--- src/rtl/sd_seq_pkg.sv ---
// Shared constants and state encoding for the SD sector sequencer.
package sd_seq_pkg;

  localparam logic [7:0] REG_LBA0     = 8'h00;
  localparam logic [7:0] REG_LBA1     = 8'h01;
  localparam logic [7:0] REG_LBA2     = 8'h02;
  localparam logic [7:0] REG_LBA3     = 8'h03;
  localparam logic [7:0] REG_BUSY     = 8'h04;
  localparam logic [7:0] REG_START_RD = 8'h05;
  localparam logic [7:0] REG_START_WR = 8'h06;
  localparam logic [7:0] REG_PAGE     = 8'h07;
  localparam logic [7:0] REG_DATA     = 8'h80;

  localparam int SECTOR_BYTES     = 512;
  localparam int PAGE_BYTES       = 128;
  localparam int PAGES_PER_SECTOR = SECTOR_BYTES / PAGE_BYTES;

  typedef enum logic [3:0] {
    S_IDLE,
    S_SET_LBA,
    S_START,
    S_GAP,
    S_WAIT_HI,
    S_WAIT_LO,
    S_SET_PAGE,
    S_XFER,
    S_NEXT
  } seq_state_e;

endpackage

--- src/rtl/sd_sector_sequencer.sv ---
// Moves whole 512-byte sectors between byte streams and the SD register bus.
//
// state    | meaning
// IDLE     | waiting for a start strobe, bus released
// SET_LBA  | four writes of the sector address to 00..03
// START    | write the read/write start register
// GAP      | one released bus cycle so the card's start strobe drops
// WAIT_HI  | poll busy until the card reports it has started
// WAIT_LO  | poll busy until the card has finished
// SET_PAGE | select the 128-byte page for the next window transfer
// XFER     | stream one page through the 80..FF data window
// NEXT     | advance lba/count, finish or start the next sector
module sd_sector_sequencer
  import sd_seq_pkg::*;
#(
  parameter logic [23:0] TIMEOUT_CYCLES = 24'd1048576
) (
  input  logic        clk_i,
  input  logic        rst_i,
  input  logic        cmd_start_i,
  input  logic        cmd_write_i,
  input  logic [31:0] cmd_lba_i,
  input  logic [7:0]  cmd_count_i,
  output logic        cmd_busy_o,
  output logic        cmd_done_o,
  output logic        cmd_err_o,
  output logic        sd_cs_o,
  output logic        sd_rw_n_o,
  output logic [7:0]  sd_addr_o,
  output logic [7:0]  sd_wdata_o,
  input  logic [7:0]  sd_rdata_i,
  output logic        rd_valid_o,
  output logic [7:0]  rd_data_o,
  input  logic        rd_ready_i,
  input  logic        wr_valid_i,
  input  logic [7:0]  wr_data_i,
  output logic        wr_ready_o
);

  localparam logic [7:0] LAST_IDX  = 8'(PAGE_BYTES - 1);
  localparam logic [1:0] LAST_PAGE = 2'(PAGES_PER_SECTOR - 1);

  seq_state_e  state_q, state_d;
  logic [31:0] lba_q, lba_d;
  logic [8:0]  cnt_q, cnt_d;
  logic        write_q, write_d;
  logic [7:0]  idx_q, idx_d;
  logic [1:0]  page_q, page_d;
  logic [23:0] tmo_q, tmo_d;
  logic        err_q, err_d;
  logic        done_q, done_d;
  logic        rd_valid_q, rd_valid_d;
  logic [7:0]  rd_data_q, rd_data_d;

  logic        bus_cs, bus_rw_n, wr_ready, rd_take;
  logic [7:0]  bus_addr, bus_wdata;
  logic        rd_room, tmo_expired;
  logic [23:0] tmo_next;

  assign rd_room     = !rd_valid_q || rd_ready_i;
  assign tmo_expired = (tmo_q == 24'd0);
  assign tmo_next    = tmo_expired ? 24'd0 : tmo_q - 24'd1;

  // Sequencing FSM: next state, transfer bookkeeping and SD bus drive.
  always_comb begin
    state_d   = state_q;
    lba_d     = lba_q;
    cnt_d     = cnt_q;
    write_d   = write_q;
    idx_d     = idx_q;
    page_d    = page_q;
    tmo_d     = tmo_q;
    err_d     = err_q;
    done_d    = 1'b0;
    bus_cs    = 1'b0;
    bus_rw_n  = 1'b1;
    bus_addr  = 8'h00;
    bus_wdata = 8'h00;
    wr_ready  = 1'b0;
    rd_take   = 1'b0;

    case (state_q)
      S_IDLE: begin
        if (cmd_start_i) begin
          lba_d   = cmd_lba_i;
          cnt_d   = (cmd_count_i == 8'd0) ? 9'd256 : {1'b0, cmd_count_i};
          write_d = cmd_write_i;
          err_d   = 1'b0;
          idx_d   = 8'd0;
          page_d  = 2'd0;
          state_d = cmd_write_i ? S_SET_PAGE : S_SET_LBA;
        end
      end

      S_SET_LBA: begin
        bus_cs    = 1'b1;
        bus_rw_n  = 1'b0;
        bus_addr  = {6'd0, idx_q[1:0]};
        bus_wdata = lba_q[{idx_q[1:0], 3'b000} +: 8];
        idx_d     = idx_q + 8'd1;
        if (idx_q[1:0] == 2'd3) begin
          idx_d   = 8'd0;
          state_d = S_START;
        end
      end

      S_START: begin
        bus_cs    = 1'b1;
        bus_rw_n  = 1'b0;
        bus_addr  = write_q ? REG_START_WR : REG_START_RD;
        bus_wdata = 8'h01;
        state_d   = S_GAP;
      end

      S_GAP: begin
        tmo_d   = TIMEOUT_CYCLES - 24'd1;
        state_d = S_WAIT_HI;
      end

      S_WAIT_HI: begin
        bus_cs   = 1'b1;
        bus_addr = REG_BUSY;
        tmo_d    = tmo_next;
        if (sd_rdata_i[0]) begin
          state_d = S_WAIT_LO;
        end else if (tmo_expired) begin
          err_d   = 1'b1;
          done_d  = 1'b1;
          state_d = S_IDLE;
        end
      end

      S_WAIT_LO: begin
        bus_cs   = 1'b1;
        bus_addr = REG_BUSY;
        tmo_d    = tmo_next;
        if (!sd_rdata_i[0]) begin
          idx_d   = 8'd0;
          page_d  = 2'd0;
          state_d = write_q ? S_NEXT : S_SET_PAGE;
        end else if (tmo_expired) begin
          err_d   = 1'b1;
          done_d  = 1'b1;
          state_d = S_IDLE;
        end
      end

      S_SET_PAGE: begin
        bus_cs    = 1'b1;
        bus_rw_n  = 1'b0;
        bus_addr  = REG_PAGE;
        bus_wdata = {6'd0, page_q};
        idx_d     = 8'd0;
        state_d   = S_XFER;
      end

      S_XFER: begin
        if (write_q) begin
          wr_ready = 1'b1;
          if (wr_valid_i) begin
            bus_cs    = 1'b1;
            bus_rw_n  = 1'b0;
            bus_addr  = REG_DATA | {1'b0, idx_q[6:0]};
            bus_wdata = wr_data_i;
            idx_d     = idx_q + 8'd1;
            if (idx_q == LAST_IDX) begin
              idx_d = 8'd0;
              if (page_q == LAST_PAGE) begin
                page_d  = 2'd0;
                state_d = S_SET_LBA;
              end else begin
                page_d  = page_q + 2'd1;
                state_d = S_SET_PAGE;
              end
            end
          end
        end else if (idx_q[7]) begin
          // Whole sector issued; hold here until the last byte leaves the skid.
          if (rd_room) begin
            idx_d   = 8'd0;
            state_d = S_NEXT;
          end
        end else if (rd_room) begin
          bus_cs   = 1'b1;
          bus_addr = REG_DATA | {1'b0, idx_q[6:0]};
          rd_take  = 1'b1;
          idx_d    = idx_q + 8'd1;
          if (idx_q == LAST_IDX && page_q != LAST_PAGE) begin
            idx_d   = 8'd0;
            page_d  = page_q + 2'd1;
            state_d = S_SET_PAGE;
          end
        end
      end

      S_NEXT: begin
        lba_d  = lba_q + 32'd1;
        cnt_d  = cnt_q - 9'd1;
        idx_d  = 8'd0;
        page_d = 2'd0;
        if (cnt_q == 9'd1) begin
          done_d  = 1'b1;
          state_d = S_IDLE;
        end else begin
          state_d = write_q ? S_SET_PAGE : S_SET_LBA;
        end
      end

      default: state_d = S_IDLE;
    endcase
  end

  // Read skid: load on a window read, empty when the consumer takes it.
  always_comb begin
    rd_valid_d = rd_valid_q;
    rd_data_d  = rd_data_q;
    if (rd_take) begin
      rd_valid_d = 1'b1;
      rd_data_d  = sd_rdata_i;
    end else if (rd_ready_i) begin
      rd_valid_d = 1'b0;
    end
  end

  // State and datapath registers with synchronous reset.
  always_ff @(posedge clk_i) begin
    if (rst_i) begin
      state_q    <= S_IDLE;
      lba_q      <= 32'd0;
      cnt_q      <= 9'd0;
      write_q    <= 1'b0;
      idx_q      <= 8'd0;
      page_q     <= 2'd0;
      tmo_q      <= 24'd0;
      err_q      <= 1'b0;
      done_q     <= 1'b0;
      rd_valid_q <= 1'b0;
      rd_data_q  <= 8'd0;
    end else begin
      state_q    <= state_d;
      lba_q      <= lba_d;
      cnt_q      <= cnt_d;
      write_q    <= write_d;
      idx_q      <= idx_d;
      page_q     <= page_d;
      tmo_q      <= tmo_d;
      err_q      <= err_d;
      done_q     <= done_d;
      rd_valid_q <= rd_valid_d;
      rd_data_q  <= rd_data_d;
    end
  end

  assign cmd_busy_o = (state_q != S_IDLE);
  assign cmd_done_o = done_q;
  assign cmd_err_o  = err_q;
  assign sd_cs_o    = bus_cs;
  assign sd_rw_n_o  = bus_rw_n;
  assign sd_addr_o  = bus_addr;
  assign sd_wdata_o = bus_wdata;
  assign wr_ready_o = wr_ready;
  assign rd_valid_o = rd_valid_q;
  assign rd_data_o  = rd_data_q;

endmodule

--- config.mk ---
export PLATFORM = sky130hd
export DESIGN_NAME = sd_sector_sequencer
export DESIGN_NICKNAME = d
export VERILOG_FILES = /design/src/rtl/sd_seq_pkg.sv /design/src/rtl/sd_sector_sequencer.sv
export SDC_FILE = /design/constraint.sdc
export NUM_CORES = 1
export LEC_CHECK = 0
export BUFFER_PORTS_ARGS = -buffer_cell sky130_fd_sc_hd__buf_2
export CELL_PAD_IN_SITES_DETAIL_PLACEMENT = 1
export CELL_PAD_IN_SITES_GLOBAL_PLACEMENT = 1
export CORE_MARGIN = 3
export CORE_UTILIZATION = 35
export CTS_CLUSTER_DIAMETER = 200
export DETAILED_ROUTE_END_ITERATION = 8
export PLACE_DENSITY = 0.66
export SLEW_MARGIN = 20
export SYNTH_ARGS = -nofsm -noshare
export SYNTH_HDL_FRONTEND = slang
export SYNTH_SLANG_ARGS = --single-unit
--- constraint.sdc ---
create_clock -name clk_i -period 2.55 [get_ports clk_i]
set_clock_uncertainty 0.05 [all_clocks]
set_input_delay 0.3825 -clock clk_i [delete_from_list [all_inputs] [get_ports clk_i]]
set_output_delay 0.3825 -clock clk_i [all_outputs]
set_load 0.05 [all_outputs]
* Word level (Yosys, flattened, before mapping)
Index checks and enable logic that the tools add are counted.
Operators by class: $add $sub $neg 5, multipliers 0, div/mod/pow operators 0, $lt $le $gt $ge 0, equal/unequal tests 24, shift operators 1, multiplexer cells 79, bitwise logic cells 0, reductions and logical operators 24
Operator list (count):
- 2-to-1 mux 8 bit | 16
- case mux 8 bit (5 select lines) | 2
- case mux 32 bit (2 select lines) | 1
- 2-to-1 mux 4 bit | 13
- case mux 24 bit (2 select lines) | 1
- case mux 4 bit (9 select lines) | 1
- adder 32 x 1 -> 32 bit (second input constant) | 1
- 2-to-1 mux 32 bit | 1
- case mux 8 bit (4 select lines) | 1
- variable part select 32 x 6 -> 8 bit | 1
- logical NOT 24 bit | 1
- 2-to-1 mux 24 bit | 1
- subtractor 24 x 1 -> 24 bit (second input constant) | 1
- 2-to-1 mux 1 bit | 20
- 2-to-1 mux 2 bit | 10
- 2-to-1 mux 9 bit | 2
- case mux 9 bit (2 select lines) | 1
- equality test 4 x 3 -> 1 bit (second input constant) | 4
- inequality test 3 bit (second input constant) | 5
- 2-to-1 mux 3 bit | 4
- inequality test 2 bit (second input constant) | 6
- equality test 9 x 1 -> 1 bit (second input constant) | 1
- subtractor 9 x 1 -> 9 bit (second input constant) | 1
- adder 8 x 1 -> 8 bit (second input constant) | 1
- other kinds (27) | 37
Storage, ports and cells: flip-flop bits (word level) 91, latch bits 0, memory bits (writable) 0, memory bits (read-only) 0, bits of input ports 62, output and inout bits 31, memories kept 0

* Logic depth before layout (Yosys ltp)
word-level depth 7, depth in mapped cells 8

* Least setup slack after synthesis
OpenSTA, ideal clock, no wires.
kind flip-flop to output port, from register state_q[3], to output sd_addr_o[0], data arrival time 2.438 ns, required time 2.118 ns, path slack -0.321 ns, stages on the path, launching flop included 7, path through dfxtp_1 buf_2 nand4b_1 or4b_1 o21ai_1 nand2b_1 a22o_1
On the way: cells in the longest elaborated chain, start to end 3
RTL lines:
- start: declaration | line sd_sector_sequencer.sv:43 | seq_state_e state_q, state_d;
- start signal: assignment | line sd_sector_sequencer.sv:240 | state_q <= state_d;
- equality test 4 x 3 -> 1 bit | line sd_sector_sequencer.sv:82 | case (state_q)
- OR reduction 2 bit (no line)
- case mux 8 bit (5 select lines) (*) | line sd_sector_sequencer.sv:82
- end: declaration | line sd_sector_sequencer.sv:29 | output logic [7:0] sd_addr_o,
Every way passes the cells marked *; elsewhere a longest branch is shown, timed or not.

* Worst setup path after layout
Ends and elaborated chain as after synthesis.

==> impl_metrics.yaml <==
status:
  outcome: "finished clean"
setup_path:
  setup.worst_path.class: "reg -> out"
  critPathLaunchType: "register"
  crit_chain: "nand4b_1 -> or4b_4 -> o21ai_4 -> nand2b_1 -> a22o_1 -> buf_6"
  path_max_fanout: 8
  cp.arrival_ns: 2.10
  cp_slowest_cell: "or4b_4"
  cp_slowest_stage_delay_ns: 0.53
  r2r_slack_ns: 0.22
  cp-end-kind: "output pin"
  worst_ep_required_time_ns: 2.12
drt:
  drc: 0
  routed_via_density: 5.99
  wirelength_mm: 21.0
  postRouteAntennaNets: 0
  drt_iter0_drc: 373
  drt_pass1_iterations: 4
  wl_per_cell_um: 20.2
  num_vias: 6222
sta:
  min_period_over_period: 0.992
  max_freq_mhz: 395
  max_slew_margin: 0.432
  rsz0062_at_grt: "true"
  worst_slew_pin_slew_ns: 0.845
  fin_ws_ns: 0.0211
  slew_viol_final: 0
  finalHoldViolCount: 0
  setup_viol_count_final: 0
  post-route-min-period_ns: 2.53
grt:
  grt_pass1_vias: 6447
  overflow: 0
  grt_max_degree: 64
  grt_pass1_wl_mm: 33.9
  track_usage: 0.236
  antenna_found_initial: 0
yosys:
  yosysWarnings: 0
  yosysSeqAreaShare: 0.323
  synth.distinct_cells: 67
  synth_nets: 791
  ys_seq_elements: 91
  synthArstFlopShare: 0
  syn_avg_cell_area_um2: 7.82
  synthesis.area_um2: 5640
  postSynthCellCount: 722
  synth_edf_count: 0
  synth_ff_type: "dfxtp_1"
power_and_ir_drop:
  power.leakage_nw: 2.71
  powerDensity_nw_per_um2: 1170
  ir_worst_vdd_mv: 0.815
layout:
  seq_area_um2: 1820
  final_nets: 892
  multi_input_area_um2: 3610
  synthToLayoutAreaGrowth_pct: 23.0
  layout_common_cells: "dfxtp_1, buf_2, nor2_1"
  n_fill_cell: 1905
  layout.cells.non_filler: 1038
  drive_above_1_share: 0.232
  final_common_cell: "dfxtp_1"
  antenna_cells: 0
  postLayoutCoreUtil: 0.448
clock_tree:
  ctsHoldBuffers: 0
  cts.clk_slew.worst_paths_ns: 0.07
  htree_num_levels: 3
  cts_tree: "yes"
  clk_latency_ns: 0.35
  cts.sinks: 91
  numCtsBuffers: 9
  root_buffer: "clkbuf_16"
  clk_path_buf_depth: 2
die:
  dieArea_um2: 17700
  rows: 45
  io_pins: 93
  initial_core_util: 0.364
  coreArea_um2: 15500
  die_y_um: 133
  fp.dieW_um: 133
min_path:
  hold_path_class: "in -> reg"
placed_design:
  post-dp-hpwl_mm: 15.5
  place_inst: 1022
  io_buffers: 92
  dp_slack_ns: 0.0160
  gp_congestion: 0.903
flow_run:
  max-cap-violations: 0
==> cell type report <==
cell class | count | area share
Multi-Input combinational cell | 565 | 0.520
Clock buffer | 11 | 0.0350
Inverter | 19 | 0.0103
Timing Repair Buffer | 137 | 0.123
Clock inverter | 4 | 0.0106
Tap cell | 211 | 0.0380
Sequential cell | 91 | 0.263
==> synth_stat cells (all sizes together), types with 4 or more instances <==
cell type / instances / area share
a21oi: 65 / 0.058
nor4: 20 / 0.032
or3: 17 / 0.019
o211ai: 10 / 0.013
nor2: 71 / 0.047
buf: 10 / 0.011
nor3: 32 / 0.032
mux2i: 10 / 0.018
clkbuf: 37 / 0.025
nand2: 63 / 0.043
o221ai: 6 / 0.0093
a211oi: 11 / 0.015
ha: 7 / 0.016
inv: 19 / 0.013
nand2b: 9 / 0.010
or2: 4 / 0.0044
o31ai: 6 / 0.0080
a41oi: 6 / 0.0093
nand3: 35 / 0.031
dfxtp: 91 / 0.32
a22oi: 7 / 0.0093
nand3b: 4 / 0.0053
nand4: 16 / 0.019
and3: 7 / 0.0078
mux4: 8 / 0.032
a311oi: 6 / 0.0093
a22o: 7 / 0.011
or4: 9 / 0.012
a31oi: 31 / 0.034
and2: 12 / 0.013
or4b: 5 / 0.0089
o21ai: 31 / 0.027
nor2b: 5 / 0.0055
==> metal layers <==
layer | part of all wire | global-route usage | up-vias
met4 | 0.029 | 0.0935 | 0
met3 | 0.046 | 0.0517 | 40
met2 | 0.49 | 0.397 | 141
met5 | 0 | 0 | -
met1 | 0.43 | 0.294 | 3087
li1 | - | - | 2954
==> power by group <==
part	total, W	switching, W	internal, W
clock network	0.00150	0.000618	0.000885
logic	0.00446	0.00276	0.00170
registers	0.00215	0.000410	0.00174
==> per-stage QoR <==
step                      hold WS [ns]  setup TNS, ns  power (W)  instance area (µm²)
after CTS                        0.202              0    0.00806                 6870
after global routing             0.215         -0.114    0.00870                 6940
final                            0.212              0    0.00812                 6940
after global placement           0.395              0    0.00637                 6530
after detailed placement         0.403              0    0.00650                 6530
after floorplan                  0.408              0    0.00490                 5650
==> worst paths after layout <==
kind / from / endpoint / depth (start not counted)
max: state_q[3]$_SDFFE_PP0P_ / sd_addr_o[0] / 6
min reg2reg: cmd_err_o$_SDFFE_PP0P_ / cmd_err_o$_SDFFE_PP0P_ / 2
max reg2reg: tmo_q[0]$_SDFFE_PP0P_ / cmd_err_o$_SDFFE_PP0P_ / 7
min: sd_rdata_i[7] / rd_data_o[7]$_SDFFE_PP0P_ / 3
==> kinds of logic after synthesis <==
family,count (synthesis),synth area share
AOI/OAI and AO/OA,218,0.253
and+or+nand+nor,322,0.311
adders and majority gates,7,0.0155
buffers and inverters,66,0.0481
muxes,18,0.0497
DFF,91,0.323
==> worst max-delay path: cells and delay by family, from the launching register on <==
family / cells / cell delay (ns)
AO/OA/AOI/OAI: 2 / 0.29
buffers and inverters: 1 / 0.16
flip-flops: 1 / 0.36
AND/OR/NAND/NOR: 3 / 0.92
==> registers in the layout, indices dropped and copies added, names as in the netlist <==
name        cells
idx_q           8
cmd_done_o      1
lba_q          32
tmo_q          24
cnt_q           9
page_q          2
rd_valid_o      1
cmd_err_o       1
rd_data_o       8
write_q         1
state_q         4
==> what timing repair did <==
action,CTS,global route
endpoints found under the setup margin,9,23
hold endpoints to repair,0,0
resized for setup,6,20
setup buffers,0,1
pin swaps,0,1
(Power assumes the default switching activity.)
